--- src/rtl/sysref_pkg.sv ---
// rtl/sysref_pkg.sv - shared types and defaults for SYSREF alignment
package sysref_pkg;

  typedef enum logic [2:0] {
    IDLE,
    SEARCH,
    CHECK,
    LOCKED,
    ERROR
  } sysref_state_t;

  localparam int DEF_SYSREF_PERIOD = 16;
  localparam int DEF_LOCK_COUNT    = 4;
  localparam int EDGE_CNT_W        = 16;

endpackage

--- src/rtl/sysref_edge_det.sv ---
// rtl/sysref_edge_det.sv - rising-edge detector on the captured SYSREF level
module sysref_edge_det (
  input  logic pl_clk,
  input  logic pl_resetn,
  input  logic sysref_adc,
  output logic rise
);

  logic sysref_d;

  // Resetting to 0 makes a level already high at reset release look like an edge.
  always_ff @(posedge pl_clk or negedge pl_resetn) begin
    if (!pl_resetn) begin
      sysref_d <= 1'b0;
    end else begin
      sysref_d <= sysref_adc;
    end
  end

  assign rise = sysref_adc & ~sysref_d;

endmodule

--- src/rtl/sysref_align.sv ---
// rtl/sysref_align.sv - SYSREF period checker, lock FSM and LMFC strobe
module sysref_align
  import sysref_pkg::*;
#(
  parameter int SYSREF_PERIOD = DEF_SYSREF_PERIOD,
  parameter int LOCK_COUNT    = DEF_LOCK_COUNT
) (
  input  logic                  pl_clk,
  input  logic                  pl_resetn,
  input  logic                  sysref_adc,
  input  logic                  arm,
  output logic                  sysref_pulse,
  output logic                  lmfc_strobe,
  output logic                  locked,
  output logic                  period_err,
  output logic [EDGE_CNT_W-1:0] edge_count
);

  localparam int PH_W = $clog2(SYSREF_PERIOD);
  localparam int GC_W = $clog2(LOCK_COUNT + 1);
  localparam logic [PH_W-1:0] PH_LAST = PH_W'(SYSREF_PERIOD - 1);
  localparam logic [GC_W-1:0] GC_LOCK = GC_W'(LOCK_COUNT);

  sysref_state_t   state;
  logic [PH_W-1:0] phase;
  logic [PH_W-1:0] phase_inc;
  logic [GC_W-1:0] good_cnt;
  logic [GC_W-1:0] good_inc;
  logic            phase_zero;
  logic            rise;

  sysref_edge_det u_edge_det (
    .pl_clk     (pl_clk),
    .pl_resetn  (pl_resetn),
    .sysref_adc (sysref_adc),
    .rise       (rise)
  );

  assign phase_zero = (phase == '0);
  assign phase_inc  = (phase == PH_LAST) ? '0 : phase + PH_W'(1);
  assign good_inc   = good_cnt + GC_W'(1);

  always_ff @(posedge pl_clk or negedge pl_resetn) begin
    if (!pl_resetn) begin
      state        <= IDLE;
      phase        <= '0;
      good_cnt     <= '0;
      sysref_pulse <= 1'b0;
      lmfc_strobe  <= 1'b0;
      locked       <= 1'b0;
      period_err   <= 1'b0;
      edge_count   <= '0;
    end else begin
      sysref_pulse <= 1'b0;
      lmfc_strobe  <= (state == LOCKED) && phase_zero;
      // arm wins over a coincident edge: that edge is neither counted nor used
      if (arm) begin
        state      <= SEARCH;
        good_cnt   <= '0;
        locked     <= 1'b0;
        period_err <= 1'b0;
        edge_count <= '0;
      end else begin
        if (rise && (state != IDLE)) begin
          sysref_pulse <= 1'b1;
          if (edge_count != '1) begin
            edge_count <= edge_count + EDGE_CNT_W'(1);
          end
        end
        case (state)
          IDLE: ;
          SEARCH: begin
            if (rise) begin
              state    <= CHECK;
              phase    <= PH_W'(1);
              good_cnt <= '0;
            end
          end
          CHECK: begin
            if (rise && phase_zero) begin
              good_cnt <= good_inc;
              phase    <= phase_inc;
              if (good_inc == GC_LOCK) begin
                state  <= LOCKED;
                locked <= 1'b1;
              end
            end else if (rise) begin
              phase    <= PH_W'(1);
              good_cnt <= '0;
            end else if (phase_zero) begin
              state    <= SEARCH;
              good_cnt <= '0;
              phase    <= phase_inc;
            end else begin
              phase <= phase_inc;
            end
          end
          LOCKED: begin
            // Missing edges are fine here; only an edge off phase 0 is fatal.
            phase <= phase_inc;
            if (rise && !phase_zero) begin
              state      <= ERROR;
              locked     <= 1'b0;
              period_err <= 1'b1;
            end
          end
          ERROR: ;
          default: state <= IDLE;
        endcase
      end
    end
  end

endmodule

--- config.mk ---
export PLATFORM = sky130hd
export DESIGN_NAME = sysref_align
export DESIGN_NICKNAME = d
export VERILOG_FILES = /design/src/rtl/sysref_pkg.sv /design/src/rtl/sysref_edge_det.sv /design/src/rtl/sysref_align.sv
export SDC_FILE = /design/constraint.sdc
export NUM_CORES = 1
export LEC_CHECK = 0
export CAP_MARGIN = 40
export CORE_AREA = 2 2 42 83
export DETAILED_ROUTE_END_ITERATION = 12
export DIE_AREA = 0 0 44 85
export GPL_TIMING_DRIVEN = 0
export PLACE_DENSITY = 0.8
export SYNTH_ARGS = -nofsm -noshare
export SYNTH_HDL_FRONTEND = slang
export SYNTH_SLANG_ARGS = --single-unit
export TNS_END_PERCENT = 20
--- constraint.sdc ---
create_clock -name pl_clk -period 3.35 [get_ports pl_clk]
set_input_delay 0.335 -clock pl_clk [delete_from_list [all_inputs] [get_ports pl_clk]]
set_output_delay 0.335 -clock pl_clk [all_outputs]
set_load 0.05 [all_outputs]
==> results of run 1 <==
cells by family (layout without fill, tap and decap cells):
logic type	after synthesis	count (layout)	share of synthesized area
AOI/OAI and AO/OA	51	51	0.187
xor gates and xnor gates	2	2	0.0101
adders and majority gates	5	5	0.0362
buffers and inverters	16	47	0.0448
DFF	31	31	0.448
muxes	4	4	0.0246
and+or+nand+nor	71	71	0.249
worst paths after layout:
check | cells after the start | start | slack, ns | end
hold reg to reg | 2 | period_err | 0.52 | period_err
setup / recovery | 7 | sysref_adc | 1.23 | edge_count[1]
setup reg to reg | 6 | edge_count[0] | 1.33 | edge_count[11]
max in group asynchronous | 2 | pl_resetn | 2.33 | good_cnt[2]
min in group pl_clk | 3 | arm | 0.51 | edge_count[11]
hold / removal | 1 | pl_resetn | 0.45 | edge_count[13]
cell usage in the layout, fill, tap and decap left out, types with 2 or more instances in the layout:
master	synthesis	layout
a22o_1	4	4
mux2i_1	2	2
nand4_1	5	5
or3_1	7	7
clkdlybuf4s50_1	0	22
nor2b_1	4	4
ha_1	5	5
xor2_1	2	2
clkbuf_1	6	7
nor3b_1	2	2
a21oi_1	19	19
nand3_1	6	6
dfrtp_1	31	31
and2_1	2	2
and4_1	3	3
o31ai_1	11	11
and3_1	5	5
nand2_1	12	12
nor2_1	6	6
or4_1	10	10
a31oi_1	4	4
buf_6	2	2
o21ai_0	7	7
nand2b_1	3	3
clkbuf_8	0	7
mux2_2	2	2
inv_1	6	6
stage by stage:
stage | cell area, um^2 | cells | hold slack (ns)
after floorplan | 1730 | 180 | 0.0394
after global placement | 1990 | 233 | 0.506
after detailed placement | 2000 | 234 | 0.514
after CTS | 2100 | 242 | 0.469
after global routing | 2100 | 242 | 0.501
final | 2100 | 242 | 0.453
where the power goes:
group	total [mW]	switching [mW]	internal, mW
combinational	0.122	0.0752	0.0468
clock	0.328	0.141	0.187
sequential	0.410	0.0186	0.391
worst max-delay path, cell delays in order:
cell	delay [ns]
clkdlybuf4s50_1	0.52
nor2b_1	0.15
clkbuf_2	0.21
nand2_1	0.20
clkbuf_1	0.29
or3b_2	0.49
a21oi_1	0.14
area by class of cell:
cell class	instances	area, um^2	share of cell area
multi-input cells	133	877	0.417
flip-flops and latches	31	776	0.369
repair buffers	23	235	0.112
clock buffers	8	100	0.0476
plain buffers	10	55.1	0.0262
well taps	31	38.8	0.0184
inverters	6	22.5	0.0107
sequential cells by signal (all words and copies together) (netlist names):
register	flops
period_err	1
locked	1
sysref_pulse	1
lmfc_strobe	1
edge_count	16
good_cnt	3
u_edge_det.sysref_d	1
state	3
phase	4
cell usage after synthesis (all sizes together):
cell and number:
and3 5, xor2 2, nand4 5, ha 5, a31oi 4, a21oi 19, o21ai 7, and4bb 1
nand2 12, nand3 6, o311a 1, nor3 1, nor2 6, mux2i 2, nor4 1, or3 7
a21boi 1, a21o 1, or4 10, and2 2, and3b 1, a311oi 1, o31ai 11, and4 3
nand2b 3, a22o 4, or3b 1, inv 6, a41oi 1, nor2b 4, nor4b 1, a2bb2oi 1
nor3b 2, clkbuf 7, dfrtp 31, mux2 2, buf 3
routing by layer:
metal  share of wire  track usage  vias up
met5               0            0        -
met4           0.027        0.182        0
met3           0.041       0.0532       10
met2            0.58        0.467       58
met1            0.35        0.266      802
li1                -            -      741
==> impl_metrics.py, run 1 <==
metrics = {
    "place": {
        "dp_slack_ns": 0.986,
        "portBuffers": 22,
        "gp_congestion": 0.905,
        "place_hpwl_um": 3220,
    },
    "cells_and_area": {
        "utilization": 0.674,
        "fillCellCount": 255,
        "n_antenna_cell": 0,
        "final_nets": 219,
        "drive_above_1_share": 0.0758,
        "synthToLayoutAreaGrowth_pct": 21.6,
    },
    "detailed_routing": {
        "routed_via_density": 6.66,
        "routed_wl_um": 4320,
        "wire_per_inst_um": 17.8,
        "num_vias": 1611,
        "dr.pass1.iters": 4,
        "drc_errors": 0,
        "ant_nets": 0,
        "drtIter0Drc": 51,
    },
    "synth": {
        "yosysUniqueCellTypes": 39,
        "syn_inst": 180,
        "yosysTopAreaCellShare": 0.448,
        "yosysTopAreaCell": "dfrtp_1",
        "syn_area_um2": 1730,
        "syn_nets": 189,
        "ys.warnings.count": 0,
        "ys_ff_latch": 31,
        "synth_area_leaders": "dfrtp_1, a21oi_1, o31ai_1",
        "synth.avg_cell_area_um2": 9.61,
        "seq_area_frac_synth": 0.448,
    },
    "worst_setup_path": {
        "worstSetupEndpointType": "flip-flop",
        "worstPathMaxFanout": 10,
        "crit_required_ns": 3.56,
        "arrival_ns": 2.33,
        "cp-start-kind": "input pin",
        "path_class": "input pin to flip-flop",
    },
    "clocking": {
        "cts_tree": "done",
        "clkTransAtPathRegs_ns": 0.06,
        "cts_setup_buffers": 0,
        "ctsResizeCount": 0,
        "htreeDepth": 2,
        "ctsRootBufferMaster": "clkbuf_8",
        "cts_buffers": 5,
        "clkLatencyLatePin_ns": 0.29,
        "clock-sinks": 31,
        "clockBufferDepth": 2,
        "ctsHoldBuffers": 0,
    },
    "outcome": {
        "outcome": "finished, final reports clean",
    },
    "timing": {
        "layout_setup_ws_ns": 1.23,
        "slew_viol_final": 0,
        "min_period_ns": 2.12,
        "rsz0062_at_grt": "no",
        "fin_crit_sh": 0.634,
        "tns_ns": 0,
        "timing.fmax_mhz": 471,
        "tightest_slew_ns": 0.667,
        "skew_ns": 0.00273,
        "relSlewSlack": 0.554,
        "setup_violations": 0,
        "hold_violations": 0,
    },
    "die": {
        "dieArea_um2": 3740,
        "row_count": 29,
        "dieHeight_um": 85,
        "die_x_um": 44,
        "io_pins": 24,
        "start_util": 0.555,
        "core_um2": 3120,
    },
    "flow_run": {
        "maxCapViolCount": 0,
    },
    "power": {
        "p_total_uw": 860,
        "irDropWorstVdd_uv": 325,
        "power_density_nw_per_um2": 409,
        "p_leak_nw": 0.858,
    },
    "global_route": {
        "grt_pass1_vias": 1666,
        "grt.total_usage": 0.267,
        "antenna_found_initial": 0,
        "grt_max_degree": 19,
        "grt_pass1_wl_um": 7460,
        "gr-total-overflow": 0,
    },
    "hold_path": {
        "hold_path.class": "input pin to async pin",
    },
}
Power figures use the tool's default switching activity.
==> run 2: changes to the inputs <==
--- a/config.mk
+++ b/config.mk
@@ -6,11 +6,11 @@
 export NUM_CORES = 1
 export LEC_CHECK = 0
 export CAP_MARGIN = 40
-export CORE_AREA = 2 2 42 83
+export CORE_AREA = 2 2 44 86
 export DETAILED_ROUTE_END_ITERATION = 12
-export DIE_AREA = 0 0 44 85
+export DIE_AREA = 0 0 46 88
 export GPL_TIMING_DRIVEN = 0
-export PLACE_DENSITY = 0.8
+export PLACE_DENSITY = 0.74
 export SYNTH_ARGS = -nofsm -noshare
 export SYNTH_HDL_FRONTEND = slang
 export SYNTH_SLANG_ARGS = --single-unit
==> constraint.sdc (replaced) <==
create_clock -name pl_clk -period 2.1 [get_ports pl_clk]
set_input_delay 0.21 -clock pl_clk [delete_from_list [all_inputs] [get_ports pl_clk]]
set_output_delay 0.21 -clock pl_clk [all_outputs]
set_load 0.05 [all_outputs]
==> impl_metrics.py, run 2 (same netlist as run 1, synthesis figures left out) <==
metrics = {
    "timing": {
        "slew_viol_final": 0,
        "fin_crit_sh": 0.974,
        "timing.fmax_mhz": 489,
        "min_period_ns": 2.05,
        "rsz0062_at_grt": "yes",
        "setup_violations": 0,
        "relSlewSlack": 0.477,
        "skew_ns": 0.00395,
        "tightest_slew_ns": 0.782,
        "hold_violations": 0,
    },
    "cells_and_area": {
        "fillCellCount": 280,
        "mostFrequentLayoutCells": "dfrtp_1, clkdlybuf4s50_1, a21oi_1",
        "final_nets": 219,
        "top_register": "edge_count",
        "final_common_cell": "dfrtp_1",
        "reg.largest.list": "edge_count x16, phase x4",
        "n_antenna_cell": 0,
        "synthToLayoutAreaGrowth_pct": 23.5,
        "drive_above_1_share": 0.0995,
        "largest_register_ffs": 16,
        "utilization": 0.633,
        "instances_no_fill": 243,
    },
    "clocking": {
        "clockBufferDepth": 2,
        "cts_tree": "done",
        "cts_buffers": 5,
        "htreeDepth": 2,
        "clkLatencyLatePin_ns": 0.28,
        "ctsHoldBuffers": 0,
        "clock-sinks": 31,
        "clkTransAtPathRegs_ns": 0.07,
        "ctsRootBufferMaster": "clkbuf_8",
    },
    "global_route": {
        "grt.total_usage": 0.249,
        "antenna_found_initial": 0,
        "grt_max_degree": 17,
        "grt_pass1_vias": 1666,
        "gr-total-overflow": 0,
        "grt_pass1_wl_um": 7370,
    },
    "worst_setup_path": {
        "worstSetupEndpointType": "flip-flop",
        "worst-r2r-cell-count": 6,
        "cp-start-kind": "flip-flop",
        "arrival_ns": 2.21,
        "r2r-start": "edge_count[0]",
        "worstPathMaxFanout": 10,
        "path_class": "flip-flop to flip-flop",
        "regToRegSetupSlack_ns": 0.05,
        "r2r-end": "edge_count[11]",
        "crit_required_ns": 2.27,
    },
    "die": {
        "start_util": 0.512,
        "core_um2": 3380,
        "row_count": 30,
        "die_x_um": 46,
        "dieArea_um2": 4050,
        "dieHeight_um": 88,
        "io_pins": 24,
    },
    "place": {
        "dp.cells": 235,
        "portBuffers": 22,
        "gp_congestion": 0.844,
        "place_hpwl_um": 3330,
    },
    "hold_path": {
        "hold_path.class": "input pin to async pin",
    },
    "flow_run": {
        "maxCapViolCount": 0,
    },
    "power": {
        "irDropWorstVdd_uv": 547,
        "p_leak_nw": 0.866,
        "power_density_nw_per_um2": 683,
    },
    "detailed_routing": {
        "drc_errors": 0,
        "num_vias": 1569,
        "ant_nets": 0,
        "wire_per_inst_um": 17.7,
        "routed_wl_um": 4300,
        "drtIter0Drc": 61,
        "routed_via_density": 6.46,
        "dr.pass1.iters": 4,
    },
    "outcome": {
        "outcome": "finished, final reports clean",
    },
}
run 2: per-stage QoR:
stage | hold slack (ns) | setup WS [ns] | instance area [um^2] | power, mW | setup TNS, ns
3_3_place_gp | 0.507 | -0.0762 | 1990 | 0.845 | -0.182
5_1_grt | 0.435 | -0.0275 | 2140 | 1.53 | -0.0275
6_report | 0.380 | 0.0549 | 2140 | 1.46 | 0
4_1_cts | 0.401 | 0.0272 | 2130 | 1.47 | 0
2_1_floorplan | -0.0856 | 0.0699 | 1730 | 0.790 | 0
3_5_place_dp | 0.513 | -0.123 | 2010 | 0.859 | -0.536
run 2: critical path, cell delays in order (launching register included):
cell and delay [ns]:
dfrtp_2 0.44, ha_1 0.24, and4_1 0.22, and4bb_4 0.25
buf_6 0.14, nor4_2 0.27, mux2_2 0.37
run 2: worst max-delay path by stage:
stage	cells past startpoint	to	slack (ns)	startpoint
global route	6	edge_count[9]	-0.03	sysref_adc
finish	6	edge_count[11]	0.05	edge_count[0]
floorplan	6	edge_count[11]	0.07	edge_count[5]
detailed placement	7	edge_count[1]	-0.12	sysref_adc
CTS	6	edge_count[11]	0.03	edge_count[0]
global placement	7	edge_count[1]	-0.08	sysref_adc
run 2: layout make-up:
class	instances	area, um^2	share of cell area
timing repair buffer	23	235	0.110
inverter	6	22.5	0.0105
tap	32	40.0	0.0187
buffer	10	55.1	0.0258
clock buffer	6	82.6	0.0386
clock inverter	2	35.0	0.0164
multi-input combinational	133	888	0.416
sequential	31	778	0.364
run 2: per-layer routing:
metal,GRT usage,vias to the layer above,wire length [um]
li1,-,740,-
met1,0.241,790,1440
met2,0.460,29,2640
met3,0.0412,10,126
met4,0.138,0,93
met5,0,-,0
run 2: timing repair:
action,4_1_cts,5_1_grt
endpoints found under the setup margin,0,2
resized for setup,0,2
buffers inserted,0,0
run 2: power breakdown:
part / switching, mW / internal, mW
combinational: 0.117 / 0.0744
clock: 0.229 / 0.384
sequential: 0.0316 / 0.624
==> variant 1: new RTL, settings of run 2 <==
Add an input register stage for `sysref_adc` and `arm`; this delays them by one clock.
--- a/src/rtl/sysref_align.sv
+++ b/src/rtl/sysref_align.sv
@@ -22,4 +22,12 @@
   localparam logic [GC_W-1:0] GC_LOCK = GC_W'(LOCK_COUNT);
 
+  logic sysref_adc_q;
+  logic arm_q;
+
+  always_ff @(posedge pl_clk) begin
+    sysref_adc_q <= sysref_adc;
+    arm_q        <= arm;
+  end
+
   sysref_state_t   state;
   logic [PH_W-1:0] phase;
@@ -33,5 +41,5 @@
     .pl_clk     (pl_clk),
     .pl_resetn  (pl_resetn),
-    .sysref_adc (sysref_adc),
+    .sysref_adc (sysref_adc_q),
     .rise       (rise)
   );
@@ -55,5 +63,5 @@
       lmfc_strobe  <= (state == LOCKED) && phase_zero;
       // arm wins over a coincident edge: that edge is neither counted nor used
-      if (arm) begin
+      if (arm_q) begin
         state      <= SEARCH;
         good_cnt   <= '0;
Function: changed (Yosys sat finds a counterexample within 4 cycles, from zero or initial values and one cycle with pl_resetn low).
==> variant 1 against run 2 <==
  * Sequential cell count up 2
  * Worst setup slack better by 0.048 ns
  * Synthesized cell count up 3.9%
  * Critical path depth down 1
  * Critical endpoint is now edge_count[8]$_DFFE_PN0P_
  * Die area unchanged
  * Count of clock-buffer cells in the layout up 1
  * Area after synthesis up 3.3%
  * Power down 9.5%
  * Critical path type unchanged
  * Wire length up 6.3%
  * Design area up 2.9%
==> variant 1: results (changes against run 2) <==
outcome: completed
top cells by area, synth: dfrtp_1, a21oi_1, ha_1
vias in the first global route: 1731 (+3.9%)
Seq/Total Area, Yosys: 45.7% (+0.83 points)
Place WS: -0.0770 ns (+0.0456 ns)
GPL Wtd Cong: 0.860 (+1.9%)
library cells used by synthesis: 52 (+33%)
share of cells above drive strength 1: 15.0% (+5.0 points)
Worst slew margin: 40.7% (-7.0 points)
Mapped Nets: 196 (+3.7%)
Leak: 0.860 nW (-0.62%)
most common library cells after synthesis: dfrtp_1, a21oi_1, nand2_1
Cell Area, Placed: 2080 um^2 (+3.5%)
Critical Path AT: 2.17 ns (-0.04 ns)
CP max stage cell: dfxtp_1
flop-to-flop setup slack: 0.10 ns (+0.05 ns)
Setup-failing EPs final: 0 (unchanged)
RR Endpoint: edge_count[8]$_DFFE_PN0P_
Worst path max stage delay: 0.42 ns (-0.02 ns)
total length of routed wires: 4570 um (+6.3%)
nets: 228 (+4.1%)
placed insts: 243 (+3.4%)
ys async rst share: 93.9% (-6.1 points)
PortBufs: 23 (+4.5%)
worst-path maximum fanout: 9 (-1)
largest net degree at the start of global routing: 18 (+1)
R2R cell count: 5 (-1)
hold_ws: 0.361 ns (-0.0194 ns)
# fillers: 281 (+0.36%)
Peak VDD IR: 560 uV (+2.5%)
DR vias: 1647 (+5.0%)
Gate Count Post-Synth: 187 (+3.9%)
Min-Delay Path Class: input port to flip-flop
non-filler cells in the finished layout: 252 (+3.7%)
clock skew: 0.00708 ns (+0.00314 ns)
worst r2r src: sysref_adc_q$_DFF_P_
==> variant 1: kinds of logic (layout without fill, tap and decap cells) <==
| family | count (synthesis) | in the layout | share of synthesized area, % |
|---|---|---|---|
| and+or+nand+nor | 80 | 80 | 27.0 |
| DFF | 33 | 33 | 45.7 |
| AOI/OAI and AO/OA | 48 | 48 | 17.2 |
| adders and majority gates | 5 | 5 | 3.50 |
| xor gates and xnor gates | 2 | 2 | 0.981 |
| muxes | 4 | 4 | 2.45 |
| buffers and inverters | 15 | 48 | 3.22 |
==> variant 1: layer usage <==
metal / share of wire (%) / up-vias / global-route usage [%]
met2: 58 / 55 / 47.2
met4: 3.8 / 0 / 15.1
met3: 3.7 / 17 / 4.12
li1: - / 770 / -
met1: 34 / 805 / 26.5
met5: 0 / - / 0
==> variant 1: final cells by class <==
type / count / area, um^2 / share of cell area, %
Multi-Input combinational cell: 139 / 942 / 42.9
Sequential cell: 33 / 823 / 37.5
Inverter: 7 / 26.3 / 1.20
Clock buffer: 7 / 76.3 / 3.47
Clock inverter: 1 / 5.00 / 0.228
Buffer: 8 / 32.5 / 1.48
Tap cell: 32 / 40.0 / 1.82
Timing Repair Buffer: 25 / 253 / 11.5
==> variant 1: where the power goes <==
group	internal [mW]	leakage [nW]	switching, mW
combinational	0.0681	0.391	0.109
sequential	0.657	0.426	0.0252
clock	0.232	0.0422	0.229
total	0.958	0.860	0.363
==> variant 1: worst max path at each step <==
stage | start | to | slack (ns) | cells after the start
6_report | sysref_adc_q$_DFF_P_ | edge_count[8]$_DFFE_PN0P_ | 0.10 | 5
5_1_grt | u_edge_det.sysref_d$_DFF_PN0_ | edge_count[13]$_DFFE_PN0P_ | -0.02 | 5
4_1_cts | sysref_adc_q$_DFF_P_ | edge_count[8]$_DFFE_PN0P_ | 0.03 | 5
3_5_place_dp | edge_count[0]$_DFFE_PN0P_ | edge_count[8]$_DFFE_PN0P_ | -0.08 | 6
3_3_place_gp | edge_count[0]$_DFFE_PN0P_ | edge_count[8]$_DFFE_PN0P_ | -0.04 | 6
2_1_floorplan | edge_count[3]$_DFFE_PN0P_ | edge_count[13]$_DFFE_PN0P_ | 0.004 | 5
==> variant 1: repair_timing <==
action | in CTS | in global routing
buffers inserted | 1 | 0
gates cloned | 0 | 0
resized for setup | 3 | 6
hold buffers | 0 | 0
endpoints found under the setup margin | 3 | 8
==> variant 2: new RTL, settings of run 2 <==
Made on the original files. Set the package constant `DEF_SYSREF_PERIOD` to 32 (it was 16).
--- a/src/rtl/sysref_pkg.sv
+++ b/src/rtl/sysref_pkg.sv
@@ -10,5 +10,5 @@
   } sysref_state_t;
 
-  localparam int DEF_SYSREF_PERIOD = 16;
+  localparam int DEF_SYSREF_PERIOD = 32;
   localparam int DEF_LOCK_COUNT    = 4;
   localparam int EDGE_CNT_W        = 16;
Behaviour: same outputs for any inputs over 10 cycles, from zero or initial values and one cycle with pl_resetn low; that may be too few to reach the edited logic, so the function may still have changed.
==> variant 2 against run 2 <==
  * Cell count increased by 2.5%
  * Wire length decreased by 3.0%
  * Utilization increased by 1.7 points
  * Critical path type unchanged
  * Area after synthesis increased by 5.4%
  * First-iteration DRC count decreased by 70%
  * Power decreased by 8.6%
  * Sequential cell count increased by 1
  * Highest routed layer unchanged
  * Largest power group unchanged
  * Fmax increased by 1.8%
  * Hold slack improved by 0.11 ns
  * Design area increased by 2.8%
  * Worst setup slack improved by 0.036 ns
==> variant 2: results (changes against run 2) <==
GRT Util Overall: 23.3% (-1.6 points)
largest net degree at the start of global routing: 33 (+16)
Peak VDD IR: 482 uV (-12%)
Via-to-Cell Ratio: 6.39 (-1.0%)
most used flip-flop cell after synthesis: dfrtp_1
biggest regs: edge_count x16, phase x5
combinational fraction of design power: 12.6% (-0.5 points)
initial antenna violation count: 0 (unchanged)
Worst path max stage delay: 0.43 ns
DP Wirelength: 3170 um (-4.7%)
Crit path max-delay family: flip-flops
PortBufs: 23 (+4.5%)
Min-Delay Path Class: input port to flip-flop
met3 Track Usage GR: 4.33% (+0.21 points)
share of cells above drive strength 1: 12.9% (+3.0 points)
worst-path maximum fanout: 9 (-1)
# fillers: 283 (+1.1%)
clock power share: 38.0% (-4.0 points)
placed insts: 241 (+2.6%)
Seq/Total Area, Yosys: 43.9% (-0.90 points)
outcome: completed
Cell Area, Placed: 2090 um^2 (+4.0%)
most common library cells after synthesis: dfrtp_1, nand2_1, a21oi_1
vias in the first global route: 1590 (-4.6%)
Gate Count Post-Synth: 186 (+3.3%)
Worst-path clk slew: 0.06 ns
non-filler cells in the finished layout: 249 (+2.5%)
Comb. pwr: 168 uW (-13%)
GPL Wtd Cong: 0.836 (-1.0%)
met1 usage: 22.6% (-1.5 points)
metal1 wirelength: 1510 um (+5.4%)
Critical Path AT: 2.18 ns (-0.03 ns)
DR WL met3: 97 um (-23%)
CP max stage cell: dfrtp_2
nets: 227 (+3.7%)
total length of routed wires: 4170 um (-3.0%)
Mapped Nets: 196 (+3.7%)
top cells by area, synth: dfrtp_1, ha_1, o31ai_1
Leak: 0.914 nW (+5.7%)
global-route wire length before repair: 6980 um (-5.3%)
Worst slew margin: 51.0% (+3.4 points)
library cells used by synthesis: 52 (+33%)
Detailed Route Iter0 Violations: 18 (-70%)
clock skew: 0.00203 ns (-0.00192 ns)
variant 2: cell count changes in the layout (fill, tap and decap cells not counted), moves of 3 or more:
cell      before  now
or3_1          7    1
nor3_1         1    4
clkbuf_1       6    3
inv_1          6   11
a22o_1         4    0
nand2_1       12   17
a21oi_1       19   13
variant 2: cell type report:
cell class / instances / area, um^2 / share of cell area [%]
Buffer: 8 / 47.5 / 2.17
Sequential cell: 32 / 802 / 36.5
Clock buffer: 7 / 96.3 / 4.39
Timing Repair Buffer: 24 / 235 / 10.7
Tap cell: 32 / 40.0 / 1.82
Multi-Input combinational cell: 135 / 933 / 42.5
Inverter: 11 / 41.3 / 1.88
variant 2: kinds of logic after synthesis:
group                    after synthesis  share of synthesized area, %
AO/OA/AOI/OAI                         51                          18.7
adder cells (fa/ha/maj)                6                          4.12
XOR/XNOR                               2                         0.961
multiplexers                           3                          1.78
buffers and inverters                 19                          4.87
AND/OR/NAND/NOR                       73                          25.6
flip-flops                            32                          43.9
variant 2: final timing paths:
path,cells past startpoint,startpoint,slack (ns),end
worst max-delay path,6,edge_count[0]$_DFFE_PN0P_,0.09,edge_count[0]$_DFFE_PN0P_
worst min-delay path,1,sysref_adc,0.49,u_edge_det.sysref_d$_DFF_PN0_
worst max register to register,6,edge_count[0]$_DFFE_PN0P_,0.09,edge_count[0]$_DFFE_PN0P_
worst min register to register,2,period_err$_DFFE_PN0P_,0.51,period_err$_DFFE_PN0P_
max in group asynchronous,2,pl_resetn,1.06,edge_count[0]$_DFFE_PN0P_
min in group asynchronous,2,pl_resetn,0.53,edge_count[8]$_DFFE_PN0P_
variant 2: what timing repair did:
action                                 CTS  global route
hold buffers                             1             0
endpoints found under the hold margin    3             0
resized for setup                        0             0
